$ cat src/rtl/rank_log_pkg.sv
// -----------------------------------------------------------------------------
// rank_log_pkg
// Shared types and helpers for the rank change logger.
//   RANK_*          : default widths/depth used by the logger
//   RANK_PTR_W      : FIFO pointer width for the default depth (index + wrap bit)
//   rank_evt_t      : one logged event {timestamp, value} at default widths
//   ptr_width()     : pointer width for an arbitrary power-of-two depth
// -----------------------------------------------------------------------------
package rank_log_pkg;

  localparam int RANK_DATA_W = 32;
  localparam int RANK_TS_W   = 16;
  localparam int RANK_DEPTH  = 8;
  localparam int RANK_PTR_W  = $clog2(RANK_DEPTH) + 1;

  typedef struct packed {
    logic [RANK_TS_W-1:0]   ts;
    logic [RANK_DATA_W-1:0] value;
  } rank_evt_t;

  // One extra bit above the index distinguishes full from empty.
  function automatic int ptr_width(input int depth);
    return $clog2(depth) + 1;
  endfunction

endpackage

$ cat src/rtl/rank_evt_fifo.sv
// -----------------------------------------------------------------------------
// rank_evt_fifo
// Generic show-ahead synchronous FIFO.
//   clk, reset (async, active-high), clr (sync, highest priority)
//   push/wdata : write request; ignored when full unless a pop frees a slot
//   pop        : read request; ignored when empty
//   rdata      : head entry, combinational from storage; zero when empty
//   full/empty : occupancy flags
//   level      : number of stored entries, 0..DEPTH
// -----------------------------------------------------------------------------
module rank_evt_fifo
  import rank_log_pkg::*;
#(
  parameter int WIDTH = 48,
  parameter int DEPTH = 8
) (
  input  logic                     clk,
  input  logic                     reset,
  input  logic                     clr,
  input  logic                     push,
  input  logic [WIDTH-1:0]         wdata,
  input  logic                     pop,
  output logic [WIDTH-1:0]         rdata,
  output logic                     full,
  output logic                     empty,
  output logic [$clog2(DEPTH):0]   level
);

  localparam int AW = $clog2(DEPTH);
  localparam int PW = ptr_width(DEPTH);

  logic [WIDTH-1:0] mem_q [DEPTH];
  logic [PW-1:0]    wptr_q, wptr_d;
  logic [PW-1:0]    rptr_q, rptr_d;
  logic             do_push, do_pop;

  assign empty = (wptr_q == rptr_q);
  assign full  = (wptr_q[AW] != rptr_q[AW]) && (wptr_q[AW-1:0] == rptr_q[AW-1:0]);
  assign level = wptr_q - rptr_q;

  assign do_pop  = pop && !empty;
  // A simultaneous pop frees the head slot, so a push into a full FIFO is accepted.
  assign do_push = push && (!full || do_pop);

  assign rdata = empty ? '0 : mem_q[rptr_q[AW-1:0]];

  always_comb begin
    wptr_d = wptr_q;
    rptr_d = rptr_q;
    if (clr) begin
      wptr_d = '0;
      rptr_d = '0;
    end else begin
      if (do_push) wptr_d = wptr_q + 1'b1;
      if (do_pop)  rptr_d = rptr_q + 1'b1;
    end
  end

  always_ff @(posedge clk or posedge reset) begin
    if (reset) begin
      wptr_q <= '0;
      rptr_q <= '0;
    end else begin
      wptr_q <= wptr_d;
      rptr_q <= rptr_d;
    end
  end

  // Storage needs no reset: the pointers alone define which entries are valid.
  always_ff @(posedge clk) begin
    if (do_push && !clr) mem_q[wptr_q[AW-1:0]] <= wdata;
  end

endmodule

$ cat src/rtl/rank_change_logger.sv
// -----------------------------------------------------------------------------
// rank_change_logger
// Watches the tracker's second-largest output and logs {timestamp, value} into
// a FIFO each time it changes; the FIFO drains over a valid/ready port.
//   clk, reset     : clock, async active-high reset
//   din            : monitored value, sampled every cycle
//   clr            : sync clear (FIFO, previous value, timestamp, drop stats)
//   dout_valid     : head entry available
//   dout_ready     : consumer accepts head entry
//   dout_value     : head entry value (0 when empty)
//   dout_ts        : head entry timestamp (0 when empty)
//   level          : FIFO occupancy
//   overflow       : sticky, at least one event dropped
//   drop_cnt       : saturating count of dropped events
// -----------------------------------------------------------------------------
module rank_change_logger
  import rank_log_pkg::*;
#(
  parameter int DATA_WIDTH = RANK_DATA_W,
  parameter int TS_WIDTH   = RANK_TS_W,
  parameter int DEPTH      = RANK_DEPTH,
  parameter int CNT_WIDTH  = 8
) (
  input  logic                   clk,
  input  logic                   reset,
  input  logic [DATA_WIDTH-1:0]  din,
  input  logic                   clr,
  output logic                   dout_valid,
  input  logic                   dout_ready,
  output logic [DATA_WIDTH-1:0]  dout_value,
  output logic [TS_WIDTH-1:0]    dout_ts,
  output logic [$clog2(DEPTH):0] level,
  output logic                   overflow,
  output logic [CNT_WIDTH-1:0]   drop_cnt
);

  typedef struct packed {
    logic [TS_WIDTH-1:0]   ts;
    logic [DATA_WIDTH-1:0] value;
  } evt_t;

  logic [DATA_WIDTH-1:0] prev_q, prev_d;
  logic [TS_WIDTH-1:0]   ts_q, ts_d;
  logic                  overflow_q, overflow_d;
  logic [CNT_WIDTH-1:0]  drop_cnt_q, drop_cnt_d;

  logic change, pop, drop;
  logic fifo_full, fifo_empty;
  evt_t wevt, revt;

  assign change = (din != prev_q);
  assign pop    = dout_valid && dout_ready;
  assign drop   = change && fifo_full && !pop;
  assign wevt   = '{ts: ts_q, value: din};

  always_comb begin
    prev_d     = prev_q;
    ts_d       = ts_q;
    overflow_d = overflow_q;
    drop_cnt_d = drop_cnt_q;
    if (clr) begin
      prev_d     = '0;
      ts_d       = '0;
      overflow_d = 1'b0;
      drop_cnt_d = '0;
    end else begin
      prev_d = din;
      ts_d   = ts_q + 1'b1;
      if (drop) begin
        overflow_d = 1'b1;
        if (drop_cnt_q != '1) drop_cnt_d = drop_cnt_q + 1'b1;
      end
    end
  end

  always_ff @(posedge clk or posedge reset) begin
    if (reset) begin
      prev_q     <= '0;
      ts_q       <= '0;
      overflow_q <= 1'b0;
      drop_cnt_q <= '0;
    end else begin
      prev_q     <= prev_d;
      ts_q       <= ts_d;
      overflow_q <= overflow_d;
      drop_cnt_q <= drop_cnt_d;
    end
  end

  // The FIFO applies clr with priority, discarding any same-cycle push or pop.
  rank_evt_fifo #(
    .WIDTH (TS_WIDTH + DATA_WIDTH),
    .DEPTH (DEPTH)
  ) u_fifo (
    .clk   (clk),
    .reset (reset),
    .clr   (clr),
    .push  (change),
    .wdata (wevt),
    .pop   (pop),
    .rdata (revt),
    .full  (fifo_full),
    .empty (fifo_empty),
    .level (level)
  );

  assign dout_valid = !fifo_empty;
  assign dout_value = revt.value;
  assign dout_ts    = revt.ts;
  assign overflow   = overflow_q;
  assign drop_cnt   = drop_cnt_q;

endmodule
$ cat config.mk
export PLATFORM = sky130hd
export DESIGN_NAME = rank_change_logger
export DESIGN_NICKNAME = d
export VERILOG_FILES = /design/src/rtl/rank_log_pkg.sv /design/src/rtl/rank_evt_fifo.sv /design/src/rtl/rank_change_logger.sv
export SDC_FILE = /design/constraint.sdc
export NUM_CORES = 1
export LEC_CHECK = 0
export ABC_AREA = 0
export CAP_MARGIN = 10
export CELL_PAD_IN_SITES_DETAIL_PLACEMENT = 0
export CELL_PAD_IN_SITES_GLOBAL_PLACEMENT = 2
export CORE_UTILIZATION = 35
export DETAILED_ROUTE_END_ITERATION = 8
export GPL_ROUTABILITY_DRIVEN = 0
export PLACE_DENSITY = 0.67
export SKIP_LAST_GASP = 1
export SLEW_MARGIN = 10
export SYNTH_ARGS = -nofsm -noshare
export SYNTH_HDL_FRONTEND = slang
export SYNTH_SLANG_ARGS = --single-unit
$ cat constraint.sdc
create_clock -name clk -period 8.8 [get_ports clk]
set_clock_uncertainty 0.05 [all_clocks]
set_input_delay 0.88 -clock clk [delete_from_list [all_inputs] [get_ports clk]]
set_output_delay 0.88 -clock clk [all_outputs]
set_load 0.01 [all_outputs]
== Yosys cells after proc, flatten, opt, wreduce, memory -nomap -nowiden ==
Memory sizes are Yosys's and may differ from the RTL's.
Cells that the tools add are included.

* Logic and storage cells: 48
* Memories kept: 1
* Bits in writable memories: 384
* Output and inout bits: 62
* Flip-flop bits (word level): 65
* Input port bits: 36

* Multiplexer cells: 14
* Eq/ne operators: 5
* Add/sub/neg operators: 5
* Reduce and logical (&&, ||, !) cells: 17

{| class="wikitable"
|+ Memory list
! name !! words !! bits a word !! read ports !! clocked after memory_dff !! write ports !! line !! source
|-
| u_fifo.mem_q || 8 || 48 || 1 || 0 || 1 || rank_evt_fifo.sv:32 || <nowiki>logic [WIDTH-1:0] mem_q [DEPTH];</nowiki>
|}

{| class="wikitable"
|+ Operator list
! kind !! number
|-
| $mux 48 || 1
|-
| $mux 32 || 1
|-
| $ne 32x32->1 || 1
|-
| $mux 8 || 3
|-
| $add 16x1->16 const B || 1
|-
| $mux 16 || 1
|-
| $mux 4 || 4
|-
| $add 4x1->4 const B || 2
|-
| $add 8x1->8 const B || 1
|-
| $ne 8x8->1 const B || 1
|-
| $reduce_bool 2->1 || 4
|-
| $logic_and 1x1->1 || 7
|-
| $eq 4x4->1 || 1
|-
| $logic_not 1->1 || 4
|-
| $mux 1 || 4
|-
| $sub 4x4->4 || 1
|-
| $eq 3x3->1 || 1
|-
| $reduce_and 2->1 || 1
|-
| $logic_or 1x1->1 || 1
|-
| $ne 1x1->1 || 1
|}

== Longest topological paths before layout ==
Gate-level depths: netlist of the first run.

* Depth in word-level cells: 9
* Depth in mapped cells: 11
* Depth with buffers taken out: 8

== Cells and area by module ==
A second synthesis of the first run with hierarchy kept.

* Cells, all modules: 875
* Area, all modules: 17638.2 sq um

{| class="wikitable"
|+ By module, submodules not included
! module !! cells an instance !! area each (sq um) !! seq. area each (sq um) !! instances
|-
| rank_evt_fifo || 637 || 15006.9 || 11731.3 || 1
|-
| rank_change_logger || 238 || 2631.3 || 1426.4 || 1
|}

== Worst setup path before layout of the first run ==
No wires, ideal clock.

* Kind: register to register
* From: reg u_fifo.rptr_q[1]
* To: mem u_fifo.mem_q[0][0], enable pin
* Slack: 1701 ps
* Path buffers: 4
* Arrival: 6476 ps
* Period minus slack after synthesis: 7099 ps
* Library setup time: 573 ps
* Stages on the path, launching flop included: 11
* Data required time: 8177 ps
* Cell sequence: dfrtp_1 -> clkbuf_1 -> buf_2 -> buf_2 -> inv_1 -> ha_1 -> nand3_1 -> or3_1 -> nand2b_1 -> buf_2 -> nor4_1

* Longest elaborated chain between the ends: 9
* Elaborated cells between the ends (all ways): 12
* Those cells by class: eq/ne: 2; mux: 2; reduce/logical: 8

{| class="wikitable"
|+ Ends and longest elaborated chain
! element !! line !! source
|-
| from (decl) || rank_evt_fifo.sv:34 || <nowiki>logic [PW-1:0] rptr_q, rptr_d;</nowiki>
|-
| from (signal assigned) || rank_evt_fifo.sv:65 || <nowiki>rptr_q <= rptr_d;</nowiki>
|-
| $eq 4x4->1 || rank_evt_fifo.sv:37 || <nowiki>assign empty = (wptr_q == rptr_q);</nowiki>
|-
| $logic_not 1->1 || rank_evt_fifo.sv:41, rank_change_logger.sv:107 ||
|-
| $logic_and 1x1->1 || rank_change_logger.sv:52 || <nowiki>assign pop = dout_valid && dout_ready;</nowiki>
|-
| $logic_and 1x1->1 || rank_evt_fifo.sv:41 || <nowiki>assign do_pop = pop && !empty;</nowiki>
|-
| $logic_or 1x1->1 (*) || rank_evt_fifo.sv:43 || <nowiki>assign do_push = push && (!full || do_pop);</nowiki>
|-
| $logic_and 1x1->1 (*) || rank_evt_fifo.sv:43 ||
|-
| $logic_and 1x1->1 (*) || rank_evt_fifo.sv:71 || <nowiki>if (do_push && !clr) mem_q[wptr_q[AW-1:0]] <= wdata;</nowiki>
|-
| $mux 1 (*) || rank_evt_fifo.sv:71 ||
|-
| $mux 1 (implied by the code) (*) || rank_evt_fifo.sv:71 ||
|-
| to (decl) || rank_evt_fifo.sv:32 ||
|}

Mark *: on every way between the ends. The rest lies on a longest branch, timed or not.

== Worst setup path in the final report of the first run ==
* From: reg u_fifo.rptr_q[2]
* To: out dout_valid

* Longest elaborated chain between the ends: 2

{| class="wikitable"
|+ Ends and longest elaborated chain
! element !! line !! source
|-
| $eq 4x4->1 || rank_evt_fifo.sv:37 ||
|-
| $logic_not 1->1 || rank_change_logger.sv:107 || <nowiki>assign dout_valid = !fifo_empty;</nowiki>
|-
| to (decl) || rank_change_logger.sv:28 || <nowiki>output logic dout_valid,</nowiki>
|}

No other way between the ends.

==> flow_summary_export.csv, run 1 <==
group,metric,value,unit
run_status,run_status,"finished clean",
layout,fin_util,41.89,%
pwr,p_per_area,243.2,nW/um^2
layout,final_area,20970,sq um
global_route,grt_max_degree,71,
worst_setup_path,crit_required,7.87,ns
timing,timing.fmax,0.2033,GHz
global_route,grt_pass1_vias,9685,
die,die_h,226.9,um
drt,via_count,8935,
layout,fin_nets,1125,
clocking,cts_buffers,48,
placement,portBuffers,97,
drt,ant_nets,0,
logic_synthesis,synth_compound_area_share,2.064,%
layout,stdcell_count,1792,
hold_path,hold-path-cell-count,2,
clocking,clkTransAtPathRegs,0.06,ns
die,io_pins,98,
die,core,50070,sq um
global_route,overflow,0,
logic_synthesis,synth_area_per_cell,18.37,sq um
logic_synthesis,syn-instance-count,964,
logic_synthesis,synth_xor_area_share,2.523,%
timing,min_period,4.920,ns
die,die-area,51490,sq um
drt,drt_pre_antenna_iters,4,
timing,hold_violations,0,
worst_setup_path,critPathLaunchType,"flip-flop",
die,initial_utilization,35.36,%
drt,wl,40670,um
pwr,vdd_ir_drop_max,0.0001377,V
clocking,cts_root_buf,"clkbuf_16",
drt,drcViolationCount,0,
clocking,cts_buffer_depth,3,
global_route,use_met1,22.85,%
worst_setup_path,crit_fanout,50,
logic_synthesis,synthMuxAreaShare,12.58,%
drt,drt-initial-drc-count,554,
global_route,busiest_layer,"met2",
die,fp-row-count,82,
global_route,grt.met3_usage,3.525,%
placement,dp_slack,4.357,ns
clocking,cts_resized,0,
clocking,postCtsSetupRepairBufs,0,
layout,mostFrequentLayoutCells,"edfxtp_1 (384), nand2_1 (105), mux4_2 (96), clkdlybuf4s50_1 (96), dfrtp_1 (62)",
global_route,grt_pass1_wl,62080,um
logic_synthesis,ys_warn_count,0,
worst_setup_path,worstPathArrival,3.99,ns
clocking,postCtsHoldBufs,0,
timing,timing.hold.ws,0.4731,ns
placement,dp.cells,1703,
logic_synthesis,syn_nets,1008,
die,die_w,226.9,um
clocking,cts_tree,"yes",
timing,setup_violations,0,
pwr,power,5.101,mW
drt,wl_per_cell,22.69,um
layout,drive_gt1_share,18.66,%
hold_path,hp-start,"overflow",
logic_synthesis,synth_adder_area_share,0.6078,%
logic_synthesis,synth_simple_gate_area_share,6.530,%
worst_setup_path,r2r_start,"u_fifo.rptr_q[2]",
worst_setup_path,end_kind,"primary output",
layout,n_antenna_cell,0,
timing,slew_viol_final,0,
logic_synthesis,synth_top_family_by_area,"multiplexers",
timing,grt_setup_unrepaired,"false",
timing,worst_pin_slew,1.022,ns
timing,setup_slack,3.880,ns
hold_path,hp-class,"flip-flop to flip-flop",
worst_setup_path,r2r_cells,8,
timing,setup_tns,0,ns
clocking,clk_latency,0.58,ns
placement,dp_hpwl,21040,um
layout,layout_commonest_cell,"edfxtp_1",
job,max_cap_viol_count,0,
logic_synthesis,synth-seq-area-share,74.32,%
layout,area_growth,18.46,%
placement,place_area,19490,sq um
timing,maxSlewHeadroom,31.87,%
logic_synthesis,synth_seq_cells,449,
worst_setup_path,critPathLaunch,"u_fifo.rptr_q[2]",
clocking,cts_max_level,2,
worst_setup_path,crit_type,"flip-flop to primary output",
global_route,antenna_found_initial,4,
pwr,leakage,6.867,nW
timing,post-route-period-util,55.90,%
logic_synthesis,synthDistinctLibCells,41,
clocking,cts_sinks,449,
global_route,grt_usage,16.63,%
drt,viasPerCell,4.986,
global_route,met2_usage,27.00,%
logic_synthesis,netlist_area,17700,sq um
[synthesized netlist by cell type (all sizes together)]
master | n | area share, %
a21oi | 60 | 1.7
and3 | 6 | 0.21
nor3 | 7 | 0.25
and4 | 2 | 0.11
or4 | 3 | 0.13
or3 | 4 | 0.14
xor2 | 11 | 0.54
nand2b | 4 | 0.14
nor4 | 6 | 0.38
and3b | 1 | 0.049
or2 | 1 | 0.035
clkbuf | 31 | 0.66
inv | 9 | 0.19
mux2i | 2 | 0.11
nand3 | 15 | 0.42
mux2 | 3 | 0.25
nor2 | 24 | 0.51
and2 | 1 | 0.049
nand4 | 13 | 0.49
o21ai | 4 | 0.11
xnor2 | 40 | 2.0
nand2 | 106 | 2.3
ha | 7 | 0.49
o31ai | 3 | 0.13
mux4 | 96 | 12
a211oi | 1 | 0.042
edfxtp | 384 | 65
a21o | 1 | 0.042
nor2b | 37 | 1.3
dfrtp | 65 | 9.2
fa | 1 | 0.11
buf | 16 | 0.53
[where the power goes]
group | internal, mW | switching (mW) | total [mW]
clock | 1.09 | 0.815 | 1.91
combinational | 0.395 | 0.377 | 0.773
sequential | 2.37 | 0.0520 | 2.42
[critical path, stage by stage (launching register included)]
cell,delay (ns)
dfrtp_2,0.41
inv_2,0.04
buf_4,0.62
ha_1,0.32
nand3_1,0.18
nor2b_4,0.70
buf_4,0.46
inv_2,0.11
clkdlybuf4s50_1,0.50
[kinds of logic after synthesis]
logic type / count (synthesis)
xor+xnor: 51
mux: 101
compound gates: 69
simple gates: 230
flops: 449
buf+inv: 56
fa+ha+maj: 8
[sequential cells by signal, summed over array words and instances (netlist names)]
signal         flops
u_fifo.wptr_q      4
drop_cnt           8
u_fifo.mem_q     384
prev_q            32
u_fifo.rptr_q      4
ts_q              16
overflow           1
[area by class of cell]
type                            count  area, sq um
Sequential cell                   449        13170
Inverter                            9        33.78
Multi-Input combinational cell    459         4355
Tap cell                          672        840.8
Clock inverter                     18        135.1
Timing Repair Buffer              114         1094
Clock buffer                       71         1348
Fill cell                        4544        29100
[path summary, 6_finish.rpt]
check / to / slack [ns]
min in group asynchronous: drop_cnt[5] / 0.85
max in group asynchronous: u_fifo.rptr_q[1] / 7.12
max: dout_valid / 3.88
max reg2reg: u_fifo.mem_q[2][26] / 5.15
min reg2reg: overflow / 0.47
min: overflow / 0.47
[layer usage]
metal	up-vias	share of wire, %
li1	3973	-
met1	4729	46
met4	8	1.9
met3	60	4.5
met2	165	48
met5	-	0.13
No activity file was read; power rests on OpenSTA's default activity.
==> run 2, diff against run 1 <==
==> constraint.sdc (replaced) <==
create_clock -name clk -period 4.6 [get_ports clk]
set_clock_uncertainty 0.05 [all_clocks]
set_input_delay 0.46 -clock clk [delete_from_list [all_inputs] [get_ports clk]]
set_output_delay 0.46 -clock clk [all_outputs]
set_load 0.01 [all_outputs]
==> run 2 against run 1 <==
Net effect:
- combinational power increased by 110%
- via count is 1.3% higher
- worst setup slack got worse by 3.6 ns
- count of clock-buffer cells in the layout decreased by 3
- sequential share of layout area shrank 0.63 points
- critical path depth decreased by 2
- clock power grew 88%
- design area increased by 1.0%
- hold slack got worse by 0.18 ns
- flip-flop and latch count unchanged
- critical path type unchanged
- largest power group unchanged
- highest routed layer unchanged
==> flow_summary_export.csv, run 2 (synthesized netlist as in run 1, its figures left out) <==
group,metric,value,unit
placement,dp_hpwl,22800,um
worst_setup_path,cp_common_cell,"buf_4",
clocking,postCtsHoldBufs,0,
clocking,cts_tree,"yes",
drt,drt-initial-drc-count,647,
drt,ant_nets,0,
worst_setup_path,cp_slowest_cell,"buf_4",
clocking,cts_buffer_depth,3,
layout,layout_commonest_cell,"edfxtp_1",
placement,place_area,19710,sq um
placement,portBuffers,97,
layout,final_area,21180,sq um
pwr,leakage,7.003,nW
drt,via_count,9051,
clocking,clk_latency,0.56,ns
layout,n_antenna_cell,0,
layout,mostFrequentLayoutCells,"edfxtp_1 (384), nand2_1 (105), mux4_2 (96), clkdlybuf4s50_1 (96), dfrtp_1 (62)",
drt,drcViolationCount,0,
timing,timing.fmax,0.2291,GHz
drt,wl,40390,um
clocking,cts_sinks,449,
pwr,power,9.766,mW
clocking,cts_max_level,2,
die,die_w,226.9,um
timing,grt_setup_unrepaired,"false",
placement,dp.cells,1726,
pwr,vdd_ir_drop_max,0.0002760,V
worst_setup_path,crit_required,4.09,ns
die,fp-row-count,82,
clocking,postCtsSetupRepairBufs,0,
pwr,internal_power,7.395,mW
pwr,swShare,24.27,%
worst_setup_path,crit_type,"flip-flop to primary output",
timing,setup_tns,0,ns
hold_path,hp-class,"input pin to async pin",
worst_setup_path,crit_path_cell_trace,"buf_4 > buf_4 > mux4_2 > nand2_1 > a21oi_1 > clkdlybuf4s50_1",
layout,drive_gt1_share,20.51,%
clocking,cts_buffers,47,
worst_setup_path,crit_fanout,60,
global_route,overflow,0,
pwr,p_switching,2.371,mW
layout,stdcell_count,1813,
global_route,grt_usage,16.26,%
timing,slew_viol_final,0,
timing,maxSlewHeadroom,35.90,%
global_route,grt_pass1_wl,61510,um
drt,wl_per_cell,22.28,um
clocking,cts_resized,0,
timing,post-route-period-util,94.89,%
layout,area_growth,19.65,%
layout,fin_nets,1147,
layout,fin_util,42.31,%
timing,setup_violations,0,
drt,drt_pre_antenna_iters,4,
die,die_h,226.9,um
worst_setup_path,critPathLaunchType,"flip-flop",
drt,viasPerCell,4.992,
timing,min_period,4.365,ns
clocking,clkTransAtPathRegs,0.06,ns
job,max_cap_viol_count,0,
die,initial_utilization,35.36,%
timing,timing.hold.ws,0.2903,ns
worst_setup_path,worstPathArrival,3.85,ns
die,io_pins,98,
worst_setup_path,end_kind,"primary output",
timing,setup_slack,0.2351,ns
die,die-area,51490,sq um
global_route,grt_max_degree,100,
clocking,cts_root_buf,"clkbuf_16",
pwr,p_per_area,461.0,nW/um^2
timing,hold_violations,0,
pwr,pwr-share-clk,36.8,%
placement,dp_slack,0.5893,ns
pwr,p_seq_share,46.9,%
die,core,50070,sq um
global_route,antenna_found_initial,2,
timing,worst_pin_slew,0.9615,ns
layout,largest_reg_flops,384,
pwr,comb_power_share,16.3,%
global_route,grt_pass1_vias,9682,
run_status,run_status,"finished clean",
worst_setup_path,cpPeakStageDelay,0.84,ns
## run 2: cell types whose count changed in the layout (fill, tap and decap cells not counted), sizes merged
cell,delta
clkbuf,-3
clkinv,+4
buf,+23
clkinvlp,-3
## run 2: area by class of cell
type | instances | area [sq um]
fillers | 4533 | 28880
flip-flops and latches | 449 | 13170
multi-input cells | 459 | 4390
clock buffers | 68 | 1336
repair buffers | 137 | 1282
well taps | 672 | 840.8
clock inverters | 19 | 133.9
inverters | 9 | 33.78
## run 2: worst max-delay path: cells and delay by family (launching register included)
family / cells / cell delay [ns]
compound gates: 1 / 0.36
flops: 1 / 0.40
simple gates: 1 / 0.09
mux: 1 / 0.36
buf+inv: 3 / 1.97
## run 2: power by group through the flow
stage	Combinational (mW)	Clock, mW	Sequential, mW
detailed placement	1.64	0	4.66
floorplan	0.924	0	4.65
global route	1.73	3.84	4.59
global placement	1.64	0	4.66
CTS	1.64	3.70	4.58
finish	1.59	3.60	4.58
## run 2: per-layer routing
| metal | vias to the layer above | GRT usage [%] | wire (um) |
|---|---|---|---|
| met5 | - | 0 | 12 |
| li1 | 4018 | - | - |
| met1 | 4798 | 23.28 | 18980 |
| met3 | 44 | 2.656 | 1722 |
| met2 | 189 | 25.89 | 19070 |
| met4 | 2 | 3.967 | 606 |
## run 2: worst paths after layout
| check | slack [ns] | from | endpoint | cells after the start |
|---|---|---|---|---|
| worst max-delay path | 0.24 | u_fifo.rptr_q[1] | dout_value[29] | 6 |
| worst min-delay path | 0.29 | reset | ts_q[15] | 2 |
| worst max register to register | 0.93 | u_fifo.wptr_q[0] | u_fifo.mem_q[6][27] | 8 |
| worst min register to register | 0.46 | overflow | overflow | 2 |
| min in group clk | 0.46 | overflow | overflow | 2 |
| max in group asynchronous | 3.34 | reset | u_fifo.rptr_q[0] | 3 |
==> edit 1, RTL diff (settings of run 1) <==
`CNT_WIDTH`: 8 -> 10.
--- a/src/rtl/rank_change_logger.sv
+++ b/src/rtl/rank_change_logger.sv
@@ -20,5 +20,5 @@
   parameter int TS_WIDTH   = RANK_TS_W,
   parameter int DEPTH      = RANK_DEPTH,
-  parameter int CNT_WIDTH  = 8
+  parameter int CNT_WIDTH  = 10
 ) (
   input  logic                   clk,
Interface: changed (resized drop_cnt); port bits go from 98 to 100. The function was not compared with the original's and may differ.
==> edit 1 against run 1 <==
- total power is 2.2% higher
- largest cell class unchanged
- non-clock buffer count grew 1
- critical path type unchanged
- sequential cell count is 2 higher
- hold slack worse by 3.4 ps
- wire length up 1.1%
- design area rose by 0.60%
- worst setup slack worse by 140 ps
- area after synthesis increased by 0.22%
- count of clock-buffer cells in the layout rose by 5
- critical path depth down 1
- global-route usage decreased by 0.16 points
- clock power rose by 3%
- core utilization increased by 0.25 points
==> edit 1: results (changes against run 1) <==
top cells by area, synth = edfxtp_1, mux4_2, dfrtp_1
M2 GR Usage = 26.35% (-0.65 points)
Routed Wire Length = 41110 µm (+1.1%)
Yosys cell types = 42 (+2.4%)
Max-slew headroom = 31.83% (-0.042 points)
GRT Overall Usage = 16.47% (-0.16 points)
M1 GR Usage = 23.17% (+0.32 points)
WL met3 = 1598 µm (-13%)
area fraction in compound gates after synthesis = 2.271% (+0.21 points)
status = complete, no violations
Area after DPL = 19560 µm² (+0.34%)
Clk. pwr = 0.00197 W (+3%)
global-route wire length before repair = 61510 µm (-0.91%)
initial antenna violation count = 2 (-2)
initial DRC count = 532 (-4.0%)
met3 GRT Util = 2.891% (-0.63 points)
share of post-route cells with drive strength above 1 = 17.34% (-1.3 points)
post-synthesis mux area share = 12.35% (-0.22 points)
leakage = 6.883 nW (+0.22%)
DR vias/cell = 5.012 (+0.51%)
routed wire length on met2 = 19650 µm (+1.4%)
Adder-Cell Fraction of Synth Area = 0.6064% (-0.0013 points)
register area share after synthesis = 74.44% (+0.12 points)
routed metal-1 wirelength = 19060 µm (+2.5%)
Post-synth ARST share = 14.86% (+0.38 points)
## edit 1: cell count changes in the layout (fill, tap and decap cells not counted), moves of 3 or more
| cell | run 1 | this run |
|---|---|---|
| nor2_1 | 24 | 28 |
| mux2_4 | 3 | 0 |
| clkbuf_1 | 17 | 20 |
| or4_1 | 3 | 6 |
| a21oi_1 | 58 | 61 |
| nand2_1 | 105 | 113 |
| clkinv_2 | 4 | 1 |
| clkinvlp_4 | 5 | 1 |
## edit 1: final cells by class
cell class / instances / share of cell area [%]
clock buffers: 76 / 6.571
clock inverters: 13 / 0.7354
inverters: 10 / 0.1779
multi-input cells: 471 / 20.63
flip-flops and latches: 451 / 62.66
well taps: 672 / 3.985
repair buffers: 115 / 5.243
## edit 1: per-stage QoR
step | hold slack, ps | utilization (%) | total power [W] | std cells | setup WS (ps)
6_report | 469.8 | 42.14 | 0.005215 | 1808 | 3736
5_1_grt | 502.4 | 42.14 | 0.005423 | 1808 | 3509
4_1_cts | 473.0 | 42.14 | 0.005297 | 1808 | 3634
3_5_place_dp | 455.6 | 39.06 | 0.003314 | 1719 | 4107
3_3_place_gp | 450.9 | 39.06 | 0.003316 | 1719 | 4166
2_1_floorplan | 477.9 | - | 0.002945 | 979 | 1651
## edit 1: worst max-delay path by stage
stage | to | slack (ps) | cells past startpoint
after floorplan | u_fifo.mem_q[0][0] | 1650 | 9
after global placement | u_fifo.mem_q[4][10] | 4170 | 9
after detailed placement | u_fifo.mem_q[4][10] | 4110 | 9
after CTS | dout_ts[0] | 3630 | 7
after global routing | dout_ts[0] | 3510 | 7
final | dout_ts[0] | 3740 | 7
## edit 1: critical path: stages, from the launching register on
cell	delay (ps)
dfrtp_4	1020
inv_2	90
ha_1	360
nand3_1	180
nor2b_4	430
buf_4	650
a21oi_1	250
clkdlybuf4s50_1	550
==> edit 2, RTL diff (flow settings as in run 1) <==
Made on the original files. `ts_q` no longer has a reset.
--- a/src/rtl/rank_change_logger.sv
+++ b/src/rtl/rank_change_logger.sv
@@ -77,13 +77,15 @@
     if (reset) begin
       prev_q     <= '0;
-      ts_q       <= '0;
       overflow_q <= 1'b0;
       drop_cnt_q <= '0;
     end else begin
       prev_q     <= prev_d;
-      ts_q       <= ts_d;
       overflow_q <= overflow_d;
       drop_cnt_q <= drop_cnt_d;
     end
+  end
+
+  always_ff @(posedge clk) begin
+    ts_q <= ts_d;
   end
 
Behaviour: not the same (Yosys sat finds a counterexample within 4 cycles, from zero or initial values and one cycle with reset high).
==> edit 2 against run 1 <==
- total power increased by 0.56%
- area after synthesis decreased by 0.50%
- sequential cell count unchanged
- non-clock buffer count increased by 5
- sequential share of layout area decreased by 0.11 points
- largest power group unchanged
- wire length decreased by 3.0%
- synthesized cell count increased by 0.41%
- largest cell class unchanged
- core utilization increased by 0.50 points
- highest routed layer unchanged
- fmax decreased by 5.8%
- design area decreased by 0.44%
- worst setup slack got worse by 300 ps
==> edit 2: results (changes against run 1) <==
status = complete, no violations
Post-synth ARST share = 10.91% (-3.6 points)
leakage = 6.794 nW (-1.1%)
Peak supply drop = 0.1146 mV (-17%)
pin count of the biggest net entering global routing = 73 (+2.8%)
placed cells = 1699 (-0.23%)
post-cts gate resize count = 0 (unchanged)
vias = 8861 (-0.83%)
postcts setup bufs = 0 (unchanged)
Antenna diodes = 0 (unchanged)
initial antenna violation count = 2 (-2)
top cells by area, synth = edfxtp_1, mux4_2, dfrtp_1
Synth top cells by count = edfxtp_1, nand2_1, mux4_2
GRT Overall Usage = 15.94% (-0.69 points)
routed metal-1 wirelength = 17890 µm (-3.8%)
slowest stage delay, CP = 840 ps (+140 ps)
DR vias/cell = 4.967 (-0.38%)
delay-heaviest family, CP = buffers and inverters
Area after DPL = 19400 µm² (-0.44%)
dpl hpwl = 21100 µm (+0.26%)
Max-slew headroom = 30.14% (-1.7 points)
Post-Synthesis Net Count = 1012 (+0.40%)
yosys warns = 0 (unchanged)
WL met3 = 1716 µm (-7.0%)
global-route wire length before repair = 59720 µm (-3.8%)
register area share after synthesis = 74.24% (-0.080 points)
CP max-delay cell = dfrtp_4
Arr. time, crit path = 4290 ps (+300 ps)
hold path cells = 2 (unchanged)
cts bufs inserted = 47 (-2.1%)
worst reg-to-reg path cell count = 7 (-1)
vias in the first global route = 9582 (-1.1%)
clk slew on worst S/H paths = 60 ps (about the same)
H-Tree Level Count = 2 (unchanged)
max reg flops = 384 (unchanged)
initial DRC count = 562 (+1.4%)
I/O Buffers = 97 (unchanged)
routed wire length on met2 = 19100 µm (-1.4%)
crit-path max FO = 40 (-20%)
Mapped Cells = 968 (+0.41%)
nets = 1128 (+0.27%)
Yosys cell types = 41 (unchanged)
Routed Wire Length = 39450 µm (-3.0%)
Worst Hold Class = reg2reg
share of post-route cells with drive strength above 1 = 18.04% (-0.63 points)
Place WS = 3831 ps (-525.2 ps)
drt pass-1 iters = 4 (unchanged)
-- edit 2: area by class of cell --
| type | instances | area (µm²) |
|---|---|---|
| sequential | 449 | 13090 |
| inverter | 11 | 41.29 |
| timing repair buffer | 119 | 1131 |
| fill | 4450 | 28370 |
| clock buffer | 72 | 1363 |
| multi-input combinational | 456 | 4315 |
| clock inverter | 13 | 112.6 |
| tap | 664 | 830.8 |
-- edit 2: path summary, 6_finish.rpt --
check	startpoint	end	slack [ps]
max	u_fifo.rptr_q[0]	dout_value[3]	3580
max in group asynchronous	reset	u_fifo.rptr_q[0]	7370
max reg2reg	prev_q[10]	u_fifo.mem_q[7][31]	5100
min reg2reg	overflow	overflow	470
min	overflow	overflow	470
min in group asynchronous	reset	drop_cnt[4]	790
-- edit 2: per-layer routing --
metal | vias to the layer above | global-route usage [%]
met4 | 4 | 4.534
met5 | - | 0
li1 | 3969 | -
met1 | 4667 | 21.97
met2 | 172 | 25.90
met3 | 49 | 2.838
-- edit 2: cells by family (layout without fill, tap and decap cells) --
| logic type | count (synthesis) | after routing | share of synthesized area (%) |
|---|---|---|---|
| xor gates and xnor gates | 52 | 52 | 2.585 |
| DFF | 449 | 449 | 74.24 |
| buffers and inverters | 63 | 215 | 1.577 |
| adders and majority gates | 8 | 8 | 0.6108 |
| muxes | 102 | 102 | 12.69 |
| AOI/OAI and AO/OA | 65 | 65 | 1.904 |
| and+or+nand+nor | 229 | 229 | 6.393 |
-- edit 2: worst reg2reg max path, stage by stage (launching register included) --
cell and delay, ps:
dfrtp_1 370, xnor2_1 280, nand4_1 260, nor4_1 710
and2_1 590, or3_1 540, nor3_2 90, buf_4 410
-- edit 2: power breakdown --
group / switching, W / internal [W]
Clock: 0.000770 / 0.00112
Combinational: 0.000393 / 0.000416
Sequential: 0.0000575 / 0.00237
